<file path="src/rtl/encoder_4x2_seq.sv">
// rtl/encoder_4x2_seq.sv - sequential multi-hot to binary encoder with valid/ready handshakes
//
// Accepts a request vector on the input handshake and latches it into a
// pending register. Then emits the binary index of every set bit, one code
// per output handshake. out_last flags the final pending bit. An all-zero
// vector is consumed without output and reported by a one-cycle zero_err pulse.
//
// Optional feature macro: ENCODER_ROUND_ROBIN_EN
//   defined   : round-robin selection. The search starts one past the last
//               served code, and that pointer persists across vectors.
//   undefined : fixed priority. The lowest set index wins and no pointer is built.
//
// Ports:
//   clk        in   rising-edge clock
//   rst        in   synchronous active-high reset
//   enable     in   low freezes all state and forces in_ready/out_valid to 0
//   in_req     in   [N] request vector, bit i requests code i
//   in_valid   in   in_req is valid
//   in_ready   out  block can accept a vector
//   out_code   out  [W] binary index of the bit being served
//   out_valid  out  out_code is valid
//   out_ready  in   consumer accepts out_code
//   out_last   out  current code is the final pending bit
//   zero_err   out  one-cycle pulse after an all-zero vector is accepted
module encoder_4x2_seq #(
   parameter int N = 4,
   parameter int W = 2
) (
   input  logic         clk,
   input  logic         rst,
   input  logic         enable,
   input  logic [N-1:0] in_req,
   input  logic         in_valid,
   output logic         in_ready,
   output logic [W-1:0] out_code,
   output logic         out_valid,
   input  logic         out_ready,
   output logic         out_last,
   output logic         zero_err
);

   typedef enum logic {
      IDLE  = 1'b0,
      SERVE = 1'b1
   } state_t;

   state_t       state;
   state_t       state_next;
   logic [N-1:0] pending;
   logic [N-1:0] pending_clr;
   logic [W-1:0] sel_code;
   logic [W-1:0] search_base;
   logic         last_bit;
   logic         req_zero;
   logic         in_fire;
   logic         out_fire;
   logic         zero_err_q;

   assign req_zero = (in_req == '0);
   assign in_fire  = in_valid & in_ready;
   assign out_fire = out_valid & out_ready;

   // Exactly one bit left when pending is non-zero and clearing its lowest
   // set bit leaves nothing.
   assign last_bit = (pending != '0) && ((pending & (pending - N'(1))) == '0);

   // Served bit removed from the pending set.
   assign pending_clr = pending & ~(N'(1) << sel_code);

`ifdef ENCODER_ROUND_ROBIN_EN
   // Last served code. The reset value N-1 makes the first search start at 0.
   // N is a power of two, so the W-bit wrap of ptr+1 is the mod-N wrap.
   logic [W-1:0] ptr;

   always_ff @(posedge clk) begin
      if (rst) begin
         ptr <= '1;
      end else if (out_fire) begin
         ptr <= sel_code;
      end
   end

   assign search_base = ptr + W'(1);
`else
   assign search_base = '0;
`endif

   // Scan all N positions starting at search_base and wrapping. The first set
   // bit found is the winner. With an empty pending set the code defaults to 0.
   always_comb begin
      logic [W-1:0] idx;
      logic         found;
      sel_code = '0;
      found    = 1'b0;
      idx      = '0;
      for (int i = 0; i < N; i++) begin
         idx = search_base + W'(i);
         if (!found && pending[idx]) begin
            sel_code = idx;
            found    = 1'b1;
         end
      end
   end

   // State register
   always_ff @(posedge clk) begin
      if (rst) begin
         state <= IDLE;
      end else if (enable) begin
         state <= state_next;
      end
   end

   // Next-state logic
   always_comb begin
      state_next = state;
      case (state)
         IDLE: begin
            if (in_fire && !req_zero) begin
               state_next = SERVE;
            end
         end
         SERVE: begin
            if (out_fire && last_bit) begin
               state_next = IDLE;
            end
         end
         default: state_next = IDLE;
      endcase
   end

   // Pending set. The input and output handshakes never fire in the same
   // cycle because in_ready and out_valid belong to different states.
   // Both fire terms already include enable, so the register holds while frozen.
   always_ff @(posedge clk) begin
      if (rst) begin
         pending <= '0;
      end else if (in_fire && !req_zero) begin
         pending <= in_req;
      end else if (out_fire) begin
         pending <= pending_clr;
      end
   end

   // A zero vector is reported on the cycle after it is accepted and for that
   // cycle only. The pulse is not held through a freeze.
   always_ff @(posedge clk) begin
      if (rst) begin
         zero_err_q <= 1'b0;
      end else begin
         zero_err_q <= in_fire & req_zero;
      end
   end

   // Output logic. out_code and out_last come only from registered state.
   // rst gates in_ready so nothing is accepted during the reset cycle.
   always_comb begin
      in_ready  = 1'b0;
      out_valid = 1'b0;
      case (state)
         IDLE:    in_ready  = enable & ~rst;
         SERVE:   out_valid = enable;
         default: ;
      endcase
      out_code = sel_code;
      out_last = last_bit;
      zero_err = zero_err_q;
   end

endmodule

</file>
<file path="config.mk">
export PLATFORM = sky130hd
export DESIGN_NAME = encoder_4x2_seq
export DESIGN_NICKNAME = d
export VERILOG_FILES = /design/src/rtl/encoder_4x2_seq.sv
export SDC_FILE = /design/constraint.sdc
export NUM_CORES = 1
export LEC_CHECK = 0
export ABC_AREA = 1
export CAP_MARGIN = 20
export CORE_AREA = 2 2 39 41
export CTS_CLUSTER_SIZE = 20
export DETAILED_ROUTE_END_ITERATION = 6
export DIE_AREA = 0 0 41 43
export SLEW_MARGIN = 25
export SYNTH_ARGS = -nofsm -noshare
export SYNTH_HDL_FRONTEND = slang
export SYNTH_SLANG_ARGS = --single-unit
export TNS_END_PERCENT = 5
</file>
<file path="constraint.sdc">
create_clock -name clk -period 2.7 [get_ports clk]
set_input_delay 0.54 -clock clk [delete_from_list [all_inputs] [get_ports clk]]
set_output_delay 0.54 -clock clk [all_outputs]
set_load 0.05 [all_outputs]
</file>
==> flow_metrics.tcl, run 1 <==
set metrics [dict create \
    status "complete, no violations" \
    grt_max_degree 9 \
    design_power_total_mw 0.269 \
    internal_power_mw 0.180 \
    ir_worst_vdd_mv 0.161 \
    p_per_area_nw_per_um2 450 \
    power_switching_mw 0.0898 \
    vias_per_cell 4.19 \
    cts.repair.resized 0 \
    ys_seq_area_share_pct 29.4 \
    end_kind "primary output" \
    relSlewSlack_pct 67.2 \
    avgSynthCellArea_um2 6.29 \
    cts_max_level 1 \
    place_area_um2 577 \
    drv_slew 0 \
    drcViolationCount 0 \
    clk_pin_slew_ns 0.04 \
    antennaDiodeCount 0 \
    grt_pass1_wl_um 1370 \
    final_cell_area_um2 599 \
    rows 14 \
    synth_cell_types 16 \
    dr.pass1.iters 4 \
    io_pins 15 \
    gp_congestion 0.684 \
    clock_skew_ns 0.00459 \
    postSynthCellCount 65 \
    drt_wl_total_um 804 \
    holdPathStages 2 \
    cp_max_fo 5 \
    first_iter_violations 10 \
    die_h_um 43 \
    timing.final.crit_share_pct 89.8 \
    clock-sinks 6 \
    syn-num-nets 74 \
    portBuffers 14 \
    crit_type "register to primary output" \
    grt_util_met3_pct 1.57 \
    nNetsFinal 93 \
    dieArea_um2 1760 \
    rsz0062_at_grt "no" \
    seq_power_share_pct 36.3 \
    cts-hold-fix-buffers 0 \
    tritoncts "done" \
    hp-class "register to register" \
    worst_pin_slew_ns 0.491 \
    netlist_area_um2 409 \
    cp.required_ns 2.16 \
    coreArea_um2 1380 \
    grt_use_met1_pct 14.0 \
    clkPwrFrac_pct 30.4 \
    critPathLaunchType "register" \
    start_util_pct 29.6 \
    cts-root-buf "clkbuf_4" \
    p_leak_nw 0.263 \
    post_drt_wl_per_cell_um 8.20 \
    setup_tns_ns 0 \
    hold_ws_ns 0.527 \
    cts_buffer_depth 2 \
    grt_util_met2_pct 16.6 \
    track_usage_pct 11.5 \
    synth_seq_cells 6 \
    cap_violations 0 \
    finalSetupViolCount 0 \
    die_w_um 41 \
    cp_data_arrival_time_ns 1.89 \
    reg2reg_depth 7 \
    layout-drive-gt1-share_pct 20.7 \
    clock_latency_ns 0.24 \
    antenna_found_initial 0 \
    vias 411 \
    cts_made_buffers 3 \
    dp.final_hpwl_um 681 \
    max_freq_ghz 0.412 \
    area_delta_synth_final_pct 46.5 \
    postCtsSetupRepairBufs 0 \
    share_comb_of_total_power_pct 33.3 \
    grt-busiest-layer "met2" \
    yosysWarnings 0 \
    switching_share_pct 33.3 \
    grt_overflow 0 \
    min_period_ns 2.43 \
    final_util_pct 43.3 \
    grt_pass1_vias 382 \
    finalHoldViolations 0 \
    ant_nets 0 \
]
per-layer routing:
metal | up-vias | wire length [µm]
li1 | 240 | -
met1 | 157 | 384
met2 | 12 | 366
met3 | 2 | 37
met4 | 0 | 15
met5 | - | 0
through the flow:
step / worst slack, ns / instances
finish: 0.275 / 98
global route: 0.168 / 98
CTS: 0.258 / 98
detailed placement: 0.521 / 95
global placement: 0.541 / 95
floorplan: 0.962 / 65
kinds of logic after synthesis:
group                  count (synthesis)  synth area share, %
AND/OR/NAND/NOR                       41                 52.3
buffers and inverters                 12                 11.0
flip-flops                             6                 29.4
AO/OA/AOI/OAI                          6                 7.34
layout by cell type, fill, tap and decap left out, types with 2 or more instances in the layout:
master | Yosys | routed
a21oi_1 | 4 | 4
clkbuf_4 | 0 | 3
clkdlybuf4s50_1 | 0 | 12
dfxtp_1 | 6 | 6
inv_1 | 6 | 6
inv_2 | 6 | 6
nand2_1 | 16 | 16
nand3_1 | 11 | 11
nor2_1 | 5 | 5
nor2_4 | 2 | 2
o21ai_1 | 2 | 2
layout make-up:
type / count / area, µm²
multi-input cells: 47 / 244
repair buffers: 14 / 148
clock buffers: 3 / 22.5
well taps: 16 / 20.0
flip-flops and latches: 6 / 120
inverters: 12 / 45.0
fillers: 157 / 785
state kept, by name, indices dropped and copies added, names as in the netlist:
register,cells
pending,4
state,1
zero_err,1
worst max-delay path, stage by stage, from the launching register on:
cell and delay [ns]:
dfxtp_1 0.39, inv_2 0.05, nand2_1 0.11, nand2_1 0.06
o21ai_1 0.09, and3_1 0.16, clkdlybuf4s50_1 0.79
worst paths after layout:
path | from | to | slack (ns)
worst max register to register | state | pending[2] | 1.66
worst max-delay path | pending[0] | out_last | 0.27
worst min-delay path | pending[1] | pending[1] | 0.53
worst min register to register | pending[1] | pending[1] | 0.53
synthesized netlist by cell type:
master | number | area (µm²)
a21oi_1 | 4 | 20.0
o21ai_1 | 2 | 10.0
nand2_1 | 16 | 60.1
dfxtp_1 | 6 | 120
inv_1 | 6 | 22.5
nand3_1 | 11 | 55.1
inv_2 | 6 | 22.5
nand3_4 | 1 | 17.5
nand4_1 | 1 | 6.26
and3_1 | 1 | 6.26
nor2_4 | 2 | 22.5
nand3_2 | 1 | 10.0
nand2_2 | 1 | 6.26
nor2_1 | 5 | 18.8
nor3_1 | 1 | 5.00
nor2_2 | 1 | 6.26
power by group through the flow:
stage               logic (mW)  registers, mW  clock network (mW)
detailed placement      0.0905         0.0995                   0
floorplan               0.0559         0.0990                   0
global route            0.0977         0.0985              0.0906
global placement        0.0901         0.0993                   0
CTS                     0.0907         0.0978              0.0877
finish                  0.0898         0.0978              0.0819
(Power assumes the default switching activity.)
==> run 2, diff against run 1 <==
--- a/config.mk
+++ b/config.mk
@@ -8,9 +8,11 @@
 export ABC_AREA = 1
 export CAP_MARGIN = 20
 export CORE_AREA = 2 2 39 41
+export CTS_BUF_LIST = sky130_fd_sc_hd__clkbuf_8
 export CTS_CLUSTER_SIZE = 20
 export DETAILED_ROUTE_END_ITERATION = 6
 export DIE_AREA = 0 0 41 43
+export SETUP_SLACK_MARGIN = 0.2
 export SLEW_MARGIN = 25
 export SYNTH_ARGS = -nofsm -noshare
 export SYNTH_HDL_FRONTEND = slang
==> run 2 against run 1 <==
  * Sequential power is essentially flat
  * Total power grew 19%
  * Wire length is 0.62% higher
  * Hold slack lost 0.0013 ns
==> flow_metrics.tcl, run 2 (synthesis results as in run 1) <==
set metrics [dict create \
    area_delta_synth_final_pct 51.7 \
    cts_made_buffers 3 \
    timing.final.crit_share_pct 80.6 \
    cp.required_ns 2.16 \
    grt_pass1_vias 392 \
    cap_violations 0 \
    vias_per_cell 4.23 \
    layout_commonest_cell "nand2_1" \
    vias 415 \
    track_usage_pct 12.1 \
    grt_overflow 0 \
    setup_tns_ns 0 \
    first_iter_violations 9 \
    drv_slew 0 \
    wl_met3_um 37 \
    coreArea_um2 1380 \
    gp_congestion 0.684 \
    antennaDiodeCount 0 \
    cts_buffer_depth 2 \
    cts-root-buf "clkbuf_8" \
    ir_worst_vdd_mv 0.209 \
    clk_pin_slew_ns 0.03 \
    dp.final_hpwl_um 681 \
    io_pins 15 \
    min_period_ns 2.18 \
    grt_pass1_wl_um 1430 \
    dieArea_um2 1760 \
    post_drt_wl_per_cell_um 8.26 \
    instances_no_fill 98 \
    clock-sinks 6 \
    cts_max_level 1 \
    layout-drive-gt1-share_pct 20.7 \
    dr.pass1.iters 4 \
    top_layer_used "met4" \
    holdPathStages 2 \
    final_cell_mix "nand2_1, nand3_1, clkdlybuf4s50_1" \
    crit_type "register to primary output" \
    rows 14 \
    start_util_pct 29.6 \
    final_util_pct 44.8 \
    p_leak_nw 0.285 \
    die_w_um 41 \
    finalSetupViolCount 0 \
    drt_wl_total_um 809 \
    end_kind "primary output" \
    portBuffers 14 \
    cp_max_fo 4 \
    critPathLaunchType "register" \
    max_freq_ghz 0.459 \
    finalHoldViolations 0 \
    status "complete, no violations" \
    cp_cell_sequence "inv_1, nand2_1, a21oi_1, clkdlybuf4s50_1" \
    top_register "pending" \
    slowest_delay_ns 0.81 \
    worst_pin_slew_ns 0.497 \
    wl_met2_um 365 \
    hp-class "register to register" \
    antenna_found_initial 0 \
    nNetsFinal 93 \
    p_per_area_nw_per_um2 517 \
    tritoncts "done" \
    die_h_um 43 \
    clock_skew_ns 0.00339 \
    rsz0062_at_grt "no" \
    final_cell_area_um2 621 \
    clock_latency_ns 0.22 \
    cp_data_arrival_time_ns 1.64 \
    dp.cells 95 \
    relSlewSlack_pct 66.8 \
    fill_cells 152 \
    largest_register_ffs 4 \
    reg2reg_depth 7 \
    postCtsSetupRepairBufs 0 \
    crit_slowest_cell "clkdlybuf4s50_1" \
    drt-met1-wl_um 395 \
    drcViolationCount 0 \
    place_area_um2 577 \
    ant_nets 0 \
    grt_max_degree 9 \
]
-- run 2: critical path: cells and delay by family (launching register included) --
kind	cells	cell delay (ns)
buf+inv	2	0.90
flops	1	0.33
compound gates	1	0.13
simple gates	1	0.05
-- run 2: metal layers --
layer | vias up | global-route usage (%)
met2 | 12 | 17.2
met4 | 0 | 10.0
met5 | - | 0
met1 | 160 | 14.3
li1 | 241 | -
met3 | 2 | 3.14
-- run 2: layout make-up --
class                           count  area (µm²)  area share [%]
Inverter                           12        45.0            7.26
Timing Repair Buffer               14         150            24.2
Sequential cell                     6         120            19.4
Multi-Input combinational cell     47         244            39.3
Clock buffer                        3        41.3            6.65
Tap cell                           16        20.0            3.23
-- run 2: path summary, 6_finish.rpt --
kind / startpoint / to / slack, ns
worst max-delay path: pending[2] / out_code[0] / 0.52
worst min-delay path: pending[1] / pending[1] / 0.53
worst max register to register: state / pending[2] / 1.66
worst min register to register: pending[1] / pending[1] / 0.53
-- run 2: timing repair --
action | CTS | global route
setup endpoints to repair | 0 | 1
resized for setup | 0 | 1
hold buffers | 0 | 0
-- run 2: through the flow --
step                      power (mW)  hold WS [ns]  setup WS, ns
final                          0.321         0.525         0.523
after global routing           0.340         0.559         0.436
after CTS                      0.327         0.526         0.286
after detailed placement       0.190         0.521         0.521
after global placement         0.189         0.511         0.541
after floorplan                0.155         0.483         0.962
-- run 2: power breakdown --
group	internal, mW	switching [mW]
clock	0.0957	0.0374
combinational	0.0357	0.0538
sequential	0.0938	0.00438
==> run 3, diff against run 2 <==
==> constraint.sdc (replaced) <==
create_clock -name clk -period 1.8 [get_ports clk]
set_input_delay 0.36 -clock clk [delete_from_list [all_inputs] [get_ports clk]]
set_output_delay 0.36 -clock clk [all_outputs]
set_load 0.05 [all_outputs]
==> run 3 against run 2 <==
  * Largest cell class unchanged
  * First-iteration DRC count is 44% lower
  * Sequential share of layout area decreased by 1.0 points
  * Highest routed layer unchanged
  * Worst setup slack got worse by 0.26 ns
  * Critical path depth grew 1
==> flow_metrics.tcl, run 3 (synthesis results as in run 1) <==
set metrics [dict create \
    status "complete, no violations" \
    critPathLaunchType "register" \
    rows 14 \
    slowest_delay_ns 0.34 \
    post_drt_wl_per_cell_um 9.24 \
    antenna_found_initial 0 \
    area_delta_synth_final_pct 68.5 \
    p_leak_nw 0.309 \
    end_kind "primary output" \
    dieArea_um2 1760 \
    layout-drive-gt1-share_pct 33.7 \
    ir_worst_vdd_mv 0.446 \
    io_pins 15 \
    grt_max_degree 9 \
    holdPathStages 2 \
    gp_congestion 0.747 \
    drv_slew 0 \
    p_per_area_nw_per_um2 757 \
    die_w_um 41 \
    crit_type "register to primary output" \
    cts_made_buffers 3 \
    clk_pin_slew_ns 0.04 \
    tritoncts "done" \
    cts-hold-fix-buffers 0 \
    grt_pass1_vias 411 \
    hold_ws_ns 0.492 \
    cts_max_level 1 \
    nNetsFinal 94 \
    dr.pass1.iters 4 \
    cap_violations 0 \
    setup_tns_ns 0 \
    hp-class "register to register" \
    cp_num_buf_inv 2 \
    drcViolationCount 0 \
    top_register "pending" \
    vias 462 \
    r2r-end "pending[1]" \
    max_freq_ghz 0.650 \
    drt_wl_total_um 915 \
    cp_top_family "simple AND/OR/NAND/NOR gates" \
    r2r-start "state" \
    setup_ws_ns 0.261 \
    postCtsSetupRepairBufs 0 \
    timing.final.crit_share_pct 85.5 \
    track_usage_pct 14.5 \
    fill_cells 142 \
    final_cell_mix "nand2_1, nand3_1, inv_1, inv_2, clkdlybuf4s50_1" \
    hold_end "pending[2]" \
    clock_skew_ns 0.00235 \
    clock_latency_ns 0.23 \
    cp_max_fo 4 \
    reg2reg_depth 7 \
    dp_slack_ns 0.156 \
    dp.final_hpwl_um 736 \
    vias_per_cell 4.67 \
    ant_nets 0 \
    rsz0062_at_grt "yes" \
    worst_pin_slew_ns 0.264 \
    first_iter_violations 5 \
    finalHoldViolations 0 \
    clock-sinks 6 \
    finalSetupViolCount 0 \
    relSlewSlack_pct 82.4 \
    hold_start "pending[2]" \
    reg2reg_slack_ns 0.77 \
    layout_commonest_cell "nand2_1" \
    start_util_pct 29.6 \
    cts_buffer_depth 2 \
    cts-root-buf "clkbuf_8" \
    coreArea_um2 1380 \
    portBuffers 14 \
    antennaDiodeCount 0 \
    grt_pass1_wl_um 1650 \
    min_period_ns 1.54 \
    cp_cell_sequence "inv_2, nand3_1, nand2_1, and3_4, buf_12" \
    crit_slowest_cell "dfxtp_4" \
    grt_overflow 0 \
    die_h_um 43 \
    largest_register_ffs 4 \
    cp_data_arrival_time_ns 1.18 \
    cp.required_ns 1.44 \
]
## run 3: changes by cell type in the layout (fill, tap and decap cells not counted), sizes merged
cell and change:
buf +5, dlygate4sd2 +1, clkdlybuf4s50 -5
## run 3: worst max path at each step
stage | from | end | slack, ns | depth (start not counted)
after global placement | enable | in_ready | 0.17 | 4
after CTS | rst | in_ready | 0.19 | 3
after detailed placement | enable | in_ready | 0.16 | 4
final | pending[1] | out_last | 0.26 | 5
after floorplan | pending[2] | out_code[0] | 0.24 | 3
after global routing | pending[2] | out_last | 0.17 | 5
## run 3: routing by layer
metal	global-route usage (%)	up-vias	routed length [µm]
li1	-	246	-
met1	16.1	194	383
met2	20.9	18	443
met3	4.71	4	49
met4	12.0	0	39
met5	0	-	0
## run 3: cell type report
| cell class | count | area, µm² | area share (%) |
|---|---|---|---|
| sequential | 6 | 126 | 18.3 |
| multi-input combinational | 47 | 260 | 37.7 |
| inverter | 12 | 45.0 | 6.53 |
| timing repair buffer | 15 | 196 | 28.5 |
| tap | 16 | 20.0 | 2.90 |
| clock buffer | 3 | 41.3 | 5.99 |
## run 3: worst register-to-register path, stage by stage, from the launching register on
cell     delay (ns)
dfxtp_1        0.31
inv_2          0.07
nand2_1        0.08
nor2_4         0.15
nand3_4        0.12
nand2_1        0.08
nand2_1        0.05
a21oi_1        0.11
## run 3: power by group
group	switching (mW)	total, mW	internal, mW
Clock	0.0621	0.206	0.144
Sequential	0.00647	0.147	0.140
Combinational	0.0901	0.169	0.0788
Total	0.159	0.522	0.363
## run 3: stage by stage
stage / cells / util [%] / power, mW / cell area [µm²]
finish: 99 / 49.8 / 0.522 / 689
global route: 99 / 49.8 / 0.554 / 689
CTS: 99 / 48.4 / 0.520 / 669
detailed placement: 96 / 45.1 / 0.312 / 624
global placement: 96 / 45.1 / 0.310 / 624
floorplan: 65 / - / 0.232 / 409
## run 3: what timing repair did
item / in CTS / in global routing
pin swaps: 2 / 2
endpoints found under the setup margin: 3 / 2
resized for setup: 4 / 6
